File: src/rtl/ram_arbiter.sv
// ram_arbiter: shares one single-port synchronous data RAM between the CPU
// memory stage and the debug/loader host port.
//
// - The CPU has priority in the OPEN state.
// - A debug lock (DBG_LOCK state) gives the host exclusive ownership while it
//   loads a program.
// - The optional starvation guard is enabled by defining ARB_STARVE_GUARD_EN.
//   With the guard, a pending debug request loses to the CPU for at most
//   MAX_WAIT consecutive cycles. Without it, OPEN is strict CPU priority.
// - Grants are combinational. Read data returns one cycle after the grant,
//   tagged back to whichever requester issued the read.
module ram_arbiter #(
  parameter int AW       = 8,
  parameter int DW       = 8,
  parameter int MAX_WAIT = 4
) (
  input  logic          clk,
  input  logic          reset,

  input  logic          cpu_req,
  input  logic          cpu_we,
  input  logic [AW-1:0] cpu_addr,
  input  logic [DW-1:0] cpu_wdata,
  output logic          cpu_gnt,
  output logic          cpu_rvalid,
  output logic [DW-1:0] cpu_rdata,

  input  logic          dbg_req,
  input  logic          dbg_we,
  input  logic [AW-1:0] dbg_addr,
  input  logic [DW-1:0] dbg_wdata,
  output logic          dbg_gnt,
  output logic          dbg_rvalid,
  output logic [DW-1:0] dbg_rdata,

  input  logic          dbg_lock,
  output logic          dbg_owner,

  output logic          ram_en,
  output logic          ram_we,
  output logic [AW-1:0] ram_addr,
  output logic [DW-1:0] ram_wdata,
  input  logic [DW-1:0] ram_rdata
);

  // Arbitration states
  localparam logic [0:0] ST_OPEN     = 1'b0;
  localparam logic [0:0] ST_DBG_LOCK = 1'b1;

  logic [0:0] r_state;
  logic [0:0] w_state_nxt;

  logic w_cpu_gnt;
  logic w_dbg_gnt;
  // Debug may win in OPEN this cycle (CPU idle, or debug has starved long enough)
  logic w_dbg_win;

  // One flag per requester acts as the read-owner tag for the returning data
  logic r_cpu_rvalid;
  logic r_dbg_rvalid;

`ifdef ARB_STARVE_GUARD_EN
  // A MAX_WAIT below 1 is treated as 1 so the counter always has a valid limit
  localparam int WAIT_LIMIT = (MAX_WAIT < 1) ? 1 : MAX_WAIT;
  localparam int WCW        = $clog2(WAIT_LIMIT + 1);
  localparam logic [WCW-1:0] WAIT_MAX = WCW'(WAIT_LIMIT);

  logic [WCW-1:0] r_wait_cnt;

  assign w_dbg_win = ~cpu_req | (r_wait_cnt == WAIT_MAX);

  // Count consecutive cycles a pending debug request loses in OPEN; frozen in DBG_LOCK
  always_ff @(posedge clk) begin
    if (!reset) begin
      r_wait_cnt <= '0;
    end else if (r_state == ST_OPEN) begin
      if (w_dbg_gnt || !dbg_req) begin
        r_wait_cnt <= '0;
      end else if (r_wait_cnt != WAIT_MAX) begin
        r_wait_cnt <= r_wait_cnt + 1'b1;
      end
    end
  end
`else
  // Strict CPU priority; MAX_WAIT only shapes the starvation guard
  assign w_dbg_win = ~cpu_req;

  if (MAX_WAIT < 1) begin : g_max_wait_ignored
  end
`endif

  // Grant decode: at most one winner, nothing granted while reset is held
  always_comb begin
    // NOTE: every output of a combinational block gets a default first so no latch is inferred.
    w_cpu_gnt = 1'b0;
    w_dbg_gnt = 1'b0;
    if (reset) begin
      if (r_state == ST_DBG_LOCK) begin
        w_dbg_gnt = dbg_req;
      end else begin
        w_dbg_gnt = dbg_req & w_dbg_win;
        w_cpu_gnt = cpu_req & ~w_dbg_gnt;
      end
    end
  end

  assign cpu_gnt = w_cpu_gnt;
  assign dbg_gnt = w_dbg_gnt;

  // RAM port mux: follow the winner, drive zeros when idle
  always_comb begin
    ram_en    = 1'b0;
    ram_we    = 1'b0;
    ram_addr  = '0;
    ram_wdata = '0;
    if (w_cpu_gnt) begin
      ram_en    = 1'b1;
      ram_we    = cpu_we;
      ram_addr  = cpu_addr;
      ram_wdata = cpu_wdata;
    end else if (w_dbg_gnt) begin
      ram_en    = 1'b1;
      ram_we    = dbg_we;
      ram_addr  = dbg_addr;
      ram_wdata = dbg_wdata;
    end
  end

  // Next-state logic for the OPEN / DBG_LOCK ownership FSM
  always_comb begin
    w_state_nxt = r_state;
    case (r_state)
      ST_OPEN: begin
        if (w_dbg_gnt && dbg_lock) begin
          w_state_nxt = ST_DBG_LOCK;
        end
      end
      ST_DBG_LOCK: begin
        // A request granted in the release cycle still completes normally
        if (!dbg_lock) begin
          w_state_nxt = ST_OPEN;
        end
      end
      default: w_state_nxt = ST_OPEN;
    endcase
  end

  // State register
  always_ff @(posedge clk) begin
    // NOTE: sequential state uses non-blocking assignments so every flop samples pre-edge values.
    if (!reset) begin
      r_state <= ST_OPEN;
    end else begin
      r_state <= w_state_nxt;
    end
  end

  // Read-owner tag: a read grant schedules a one-cycle rvalid for its issuer
  always_ff @(posedge clk) begin
    if (!reset) begin
      r_cpu_rvalid <= 1'b0;
      r_dbg_rvalid <= 1'b0;
    end else begin
      r_cpu_rvalid <= w_cpu_gnt & ~cpu_we;
      r_dbg_rvalid <= w_dbg_gnt & ~dbg_we;
    end
  end

  assign cpu_rvalid = r_cpu_rvalid;
  assign dbg_rvalid = r_dbg_rvalid;
  assign cpu_rdata  = r_cpu_rvalid ? ram_rdata : '0;
  assign dbg_rdata  = r_dbg_rvalid ? ram_rdata : '0;
  assign dbg_owner  = (r_state == ST_DBG_LOCK);

endmodule
File: config.mk
export PLATFORM = sky130hd
export DESIGN_NAME = ram_arbiter
export DESIGN_NICKNAME = d
export VERILOG_FILES = /design/src/rtl/ram_arbiter.sv
export SDC_FILE = /design/constraint.sdc
export NUM_CORES = 1
export LEC_CHECK = 0
export CAP_MARGIN = 10
export CORE_ASPECT_RATIO = 1.5
export CORE_MARGIN = 3
export CORE_UTILIZATION = 25
export CTS_BUF_LIST = sky130_fd_sc_hd__clkbuf_16
export CTS_CLUSTER_DIAMETER = 100
export DETAILED_ROUTE_END_ITERATION = 6
export PLACE_DENSITY_LB_ADDON = 0.25
export SLEW_MARGIN = 20
export SYNTH_ARGS = -nofsm -noshare
export SYNTH_HDL_FRONTEND = slang
export SYNTH_SLANG_ARGS = --single-unit
File: constraint.sdc
create_clock -name clk -period 1.1 [get_ports clk]
set_input_delay 0.11 -clock clk [delete_from_list [all_inputs] [get_ports clk]]
set_output_delay 0.11 -clock clk [all_outputs]
set_load 0.02 [all_outputs]
==> impl_metrics.json, run 1 <==
{
  "ys_types": 20,
  "clk_latency_ps": 220,
  "grt_pass1_vias": 1001,
  "htree_levels": 1,
  "synth.ff_latch_count": 3,
  "final_common_cell": "clkdlybuf4s50_1",
  "holdCritStartpoint": "dbg_lock",
  "tns_ps": -5250,
  "critPathKind": "reg2out",
  "wl_per_cell_um": 13.6,
  "initial_core_util_pct": 26.3,
  "synth_nets": 136,
  "grt_max_degree": 12,
  "power.density_nw_per_um2": 737,
  "synthMuxAreaShare_pct": 0,
  "core_um2": 2480,
  "grt_first_pass_wirelength_mm": 4.33,
  "layout_common_cells": "clkdlybuf4s50_1 (45), buf_6 (21), nand2_1 (17)",
  "place_ws_ps": -895,
  "num_antenna_cells": 0,
  "worstPathArrival_ps": 1300,
  "hold-worst-slack_ps": 441,
  "switching_power_uw": 370,
  "power_frac_comb_pct": 49.0,
  "synth-simple-area-share_pct": 53.0,
  "power_leakage_nw": 0.824,
  "syn_inst": 89,
  "synth_compound_area_share_pct": 27.3,
  "synth_top_family_by_area": "simple AND/OR/NAND/NOR gates",
  "synth-xor-area-share_pct": 0,
  "fin_crit_ps": 1410,
  "drive_gt1_share_pct": 50.0,
  "dpl.cell_count": 199,
  "swShare_pct": 27.8,
  "fin_nets": 232,
  "grt_use_total_pct": 18.0,
  "cp_data_required_time_ps": 990,
  "p_seq_share_pct": 8.7,
  "ys_seq_area_share_pct": 9.21,
  "finClkSkew_ps": 0.147,
  "fin_crit_sh_pct": 129,
  "vdd_ir_drop_max_v": 0.000720,
  "dieArea_um2": 3270,
  "routed_wl_mm": 2.84,
  "hpwl_mm": 2.24,
  "drtPass1Iterations": 2,
  "io_buffers": 85,
  "worstSetupEndpointType": "primary output",
  "fin_cells": 208,
  "overflow": 0,
  "syn_avg_cell_area_um2": 7.32,
  "clockBufferDepth": 2,
  "status": "complete, but fails checks",
  "dieHeight_um": 68.5,
  "clockPowerShare_pct": 42.3,
  "cts_tree": "built",
  "synth.top_cell.area_share_pct": 17.3,
  "yosys-top-cells-area": "a21boi_2 (17%), and2_1 (16%), nand3_2 (15%), nand2_1 (10%), dfxtp_1 (9.2%)",
  "area_growth_pct": 177,
  "gp_congestion": 0.682,
  "setup_violations": 20,
  "rows": 22,
  "final-hold-violation-count": 0,
  "num_io_pins": 86,
  "startpoint": "dbg_owner",
  "violations": "negative setup slack",
  "path_max_fanout": 8,
  "routed_via_density": 4.79,
  "path_clk_slew_ps": 30,
  "via_count": 996,
  "max_freq_mhz": 707,
  "ant_nets": 0,
  "slew_headroom_pct": 85.3,
  "clkSinkCount": 3,
  "drc_errors": 0,
  "r2r_start": "dbg_owner",
  "drt_iter0_drc": 11,
  "cap_violations": 0,
  "die_w_um": 47.7,
  "cp-start-kind": "register",
  "ys.warnings.count": 0,
  "cts_root_buf": "clkbuf_16",
  "power.total_mw": 1.33,
  "cts-buffers-inserted": 3,
  "hold_path.class": "in2reg",
  "rsz0062_at_grt": "yes",
  "antenna_found_initial": 0,
  "tightest_slew_ps": 221,
  "fin_ws_ps": -315,
  "slew_violations": 0,
  "synth_top_area_cell": "a21boi_2",
  "p_int_uw": 959,
  "postCtsHoldBufs": 0,
  "synth_fa_ha_area_share_pct": 0,
  "syn_area_um2": 652
}
==> registers in the layout, summed over array words and instances, names as in the netlist <==
name / flops
dbg_rvalid: 1
dbg_owner: 1
cpu_rvalid: 1
==> cells in the mapped netlist (all sizes together) <==
master  instances
nand2          18
a21boi         17
and2           17
nand3          17
buf             6
dfxtp           3
clkbuf          2
nor2b           2
a21oi           1
and2b           1
and3            1
inv             1
nand2b          1
nor2            1
o21a            1
==> logic make-up after synthesis <==
logic type	count (synthesis)
simple gates	58
flops	3
buf+inv	9
compound gates	19
==> critical path, stage by stage (launching register included) <==
cell and delay (ps):
dfxtp_4 360, nand2b_4 210, buf_12 150, nand3_2 90, a21boi_4 140, buf_6 130
==> layer usage <==
metal  vias up  share of wire [%]  GRT usage [%]  wire (um)
li1        491                  -              -          -
met1       440                 31           17.2        893
met2        59                 54           33.9       1540
met3         6                 12           5.97        354
met4         0                1.6           6.06         44
met5         -                  0              0          0
==> repair_timing <==
item,in CTS,in global routing
resized for setup,196,8
buffers inserted,4,0
setup endpoints to repair,40,27
pin swaps,6,2
gates cloned,1,0
==> path summary, 6_finish.rpt <==
kind,end,cells past startpoint,slack (ps)
max reg2reg,dbg_rvalid,3,80
min,dbg_owner,3,440
min reg2reg,dbg_owner,2,510
max,ram_addr[3],5,-310
==> metrics by stage <==
stage          instance area [um2]  util (%)
5_1_grt                       1800      72.8
2_1_floorplan                  776         -
6_report                      1800      72.8
3_5_place_dp                  1660      67.0
3_3_place_gp                  1660      67.0
4_1_cts                       1830      74.0
==> power by group through the flow <==
| stage | clock network [mW] | registers, mW | logic [mW] |
|---|---|---|---|
| CTS | 0.570 | 0.117 | 0.656 |
| finish | 0.562 | 0.115 | 0.651 |
| global placement | 0 | 0.119 | 0.590 |
| detailed placement | 0 | 0.120 | 0.598 |
| floorplan | 0 | 0.123 | 0.282 |
| global route | 0.588 | 0.117 | 0.692 |
==> final cells by class <==
type,count,area (um2)
multi-input combinational,77,681
inverter,1,3.75
fill,197,674
sequential,3,71.3
timing repair buffer,99,938
tap,24,30.0
clock inverter,1,3.75
clock buffer,3,75.1
Note: power is estimated with default switching activity, not from simulation.
==> run 2: changes to the inputs <==
- SETUP_SLACK_MARGIN: not set -> 0.15
==> run 2 against run 1 <==
The flow still finishes with violations (negative setup slack). Utilization up 6.3 points. Largest power group unchanged. Total power grew 2.9%. Clock power rose by 0.7%. Die area did not move. Sequential share of layout area fell by 0.31 points. Register-to-register slack got worse by 70 ps. Wire length is 4.6% higher. Flip-flop and latch count is the same.
==> impl_metrics.json, run 2 (synthesis gave the netlist of run 1 again) <==
{
  "p_int_uw": 982,
  "violations": "negative setup slack",
  "postCtsHoldBufs": 0,
  "status": "complete, but fails checks",
  "rsz0062_at_grt": "yes",
  "cp-start-kind": "register",
  "dieHeight_um": 68.5,
  "grt_first_pass_wirelength_mm": 4.28,
  "cap_violations": 0,
  "overflow": 0,
  "grt_util_met2_pct": 35.4,
  "hpwl_mm": 2.22,
  "r2r_start": "dbg_owner",
  "fin_nets": 233,
  "rows": 22,
  "dpl.cell_count": 197,
  "grt_busiest_layer": "met2",
  "fin_crit_ps": 1360,
  "cts-buffers-inserted": 3,
  "setup_violations": 20,
  "tightest_slew_ps": 217,
  "power_leakage_nw": 0.893,
  "initial_core_util_pct": 26.3,
  "layout_common_cells": "buf_6 (42), clkdlybuf4s50_1 (40), and2_4 (17)",
  "htree_levels": 1,
  "fin_area_um2": 1960,
  "worstPathArrival_ps": 1250,
  "holdPathEnd": "dbg_rvalid",
  "cts_root_buf": "clkbuf_16",
  "grt_use_total_pct": 17.9,
  "reg2reg_to": "dbg_rvalid",
  "wl_per_cell_um": 14.2,
  "drt_iter0_drc": 4,
  "die_w_um": 47.7,
  "drtPass1Iterations": 3,
  "gp_congestion": 0.658,
  "hold_path.class": "in2reg",
  "use_met3_pct": 5.97,
  "num_io_pins": 86,
  "holdCritStartpoint": "dbg_we",
  "power.total_mw": 1.37,
  "fin_ws_ps": -264,
  "rr_worst_depth": 4,
  "worstSetupEndpointType": "primary output",
  "drc_errors": 0,
  "cts_tree": "built",
  "core_um2": 2480,
  "max_freq_mhz": 733,
  "routed_via_density": 4.80,
  "switching_power_uw": 385,
  "area_growth_pct": 200,
  "slew_violations": 0,
  "routed_wl_mm": 2.97,
  "via_count": 1003,
  "cp_data_required_time_ps": 990,
  "dieArea_um2": 3270,
  "grt_max_degree": 21,
  "post_dp_cell_area_um2": 1660,
  "clkSinkCount": 3,
  "final_common_cell": "buf_6",
  "io_buffers": 85,
  "path_max_fanout": 8,
  "critPathKind": "reg2out",
  "power_frac_comb_pct": 50.2,
  "fin_cells": 209,
  "grt_pass1_vias": 1019,
  "clockPowerShare_pct": 41.4,
  "antenna_found_initial": 0,
  "fin_util_pct": 79.0,
  "final-hold-violation-count": 0,
  "reg2reg_slack_ps": 10,
  "vdd_ir_drop_max_v": 0.000659,
  "fin_crit_sh_pct": 124,
  "drive_gt1_share_pct": 63.8,
  "clk_latency_ps": 220,
  "path_clk_slew_ps": 30,
  "swShare_pct": 28.2,
  "p_seq_share_pct": 8.5,
  "power.density_nw_per_um2": 698,
  "num_antenna_cells": 0,
  "hold_path_depth": 2,
  "finClkSkew_ps": 1.36,
  "clockBufferDepth": 2,
  "slew_headroom_pct": 85.6,
  "use_met1_pct": 16.1,
  "ant_nets": 0
}
-- run 2: worst max path at each step --
| stage | start | endpoint | slack (ps) | depth (start not counted) |
|---|---|---|---|---|
| after global routing | dbg_owner | ram_addr[7] | -310 | 5 |
| after detailed placement | cpu_req | ram_addr[1] | -860 | 6 |
| after global placement | cpu_req | ram_addr[3] | -820 | 6 |
| final | dbg_owner | ram_addr[7] | -260 | 5 |
| after floorplan | dbg_owner | ram_wdata[4] | -50 | 5 |
| after CTS | dbg_owner | ram_addr[4] | -270 | 5 |
-- run 2: power by group through the flow --
stage / combinational (mW) / clock, mW / sequential [mW]
3_5_place_dp: 0.601 / 0 / 0.119
3_3_place_gp: 0.591 / 0 / 0.119
2_1_floorplan: 0.285 / 0 / 0.123
4_1_cts: 0.670 / 0.569 / 0.115
6_report: 0.686 / 0.566 / 0.116
5_1_grt: 0.728 / 0.575 / 0.117
-- run 2: stage by stage --
| stage | worst slack (ps) | hold slack [ps] | setup TNS, ps |
|---|---|---|---|
| floorplan | -52.7 | 182 | -533 |
| global placement | -820 | 479 | -20700 |
| detailed placement | -864 | 488 | -21810 |
| CTS | -275 | 444 | -4730 |
| global route | -315 | 467 | -5770 |
| finish | -264 | 446 | -4830 |
-- run 2: layout make-up --
cell class | instances | area [um2]
Clock buffer | 3 | 75.1
Sequential cell | 3 | 71.3
Clock inverter | 1 | 3.75
Multi-Input combinational cell | 77 | 731
Fill cell | 157 | 519
Inverter | 1 | 3.75
Tap cell | 24 | 30.0
Timing Repair Buffer | 100 | 1040
-- run 2: timing repair --
action                                  4_1_cts  5_1_grt
endpoints found under the setup margin       41       40
endpoints found under the hold margin         0        0
gates cloned                                  1        0
pin swaps                                     5       10
gates resized for setup                     258       18
buffers inserted                              5        2
-- run 2: critical path: stages (launching register included) --
cell and delay [ps]:
dfxtp_4 360, nand2b_4 160, buf_8 140, nand3_1 90
a21boi_2 120, buf_4 150
-- run 2: routing by layer --
layer / vias up / wire length (um) / part of all wire (%)
met3: 4 / 326 / 11
met1: 450 / 952 / 32
met4: 0 / 15 / 0.51
met2: 58 / 1670 / 56
li1: 491 / - / -
met5: - / 0 / 0
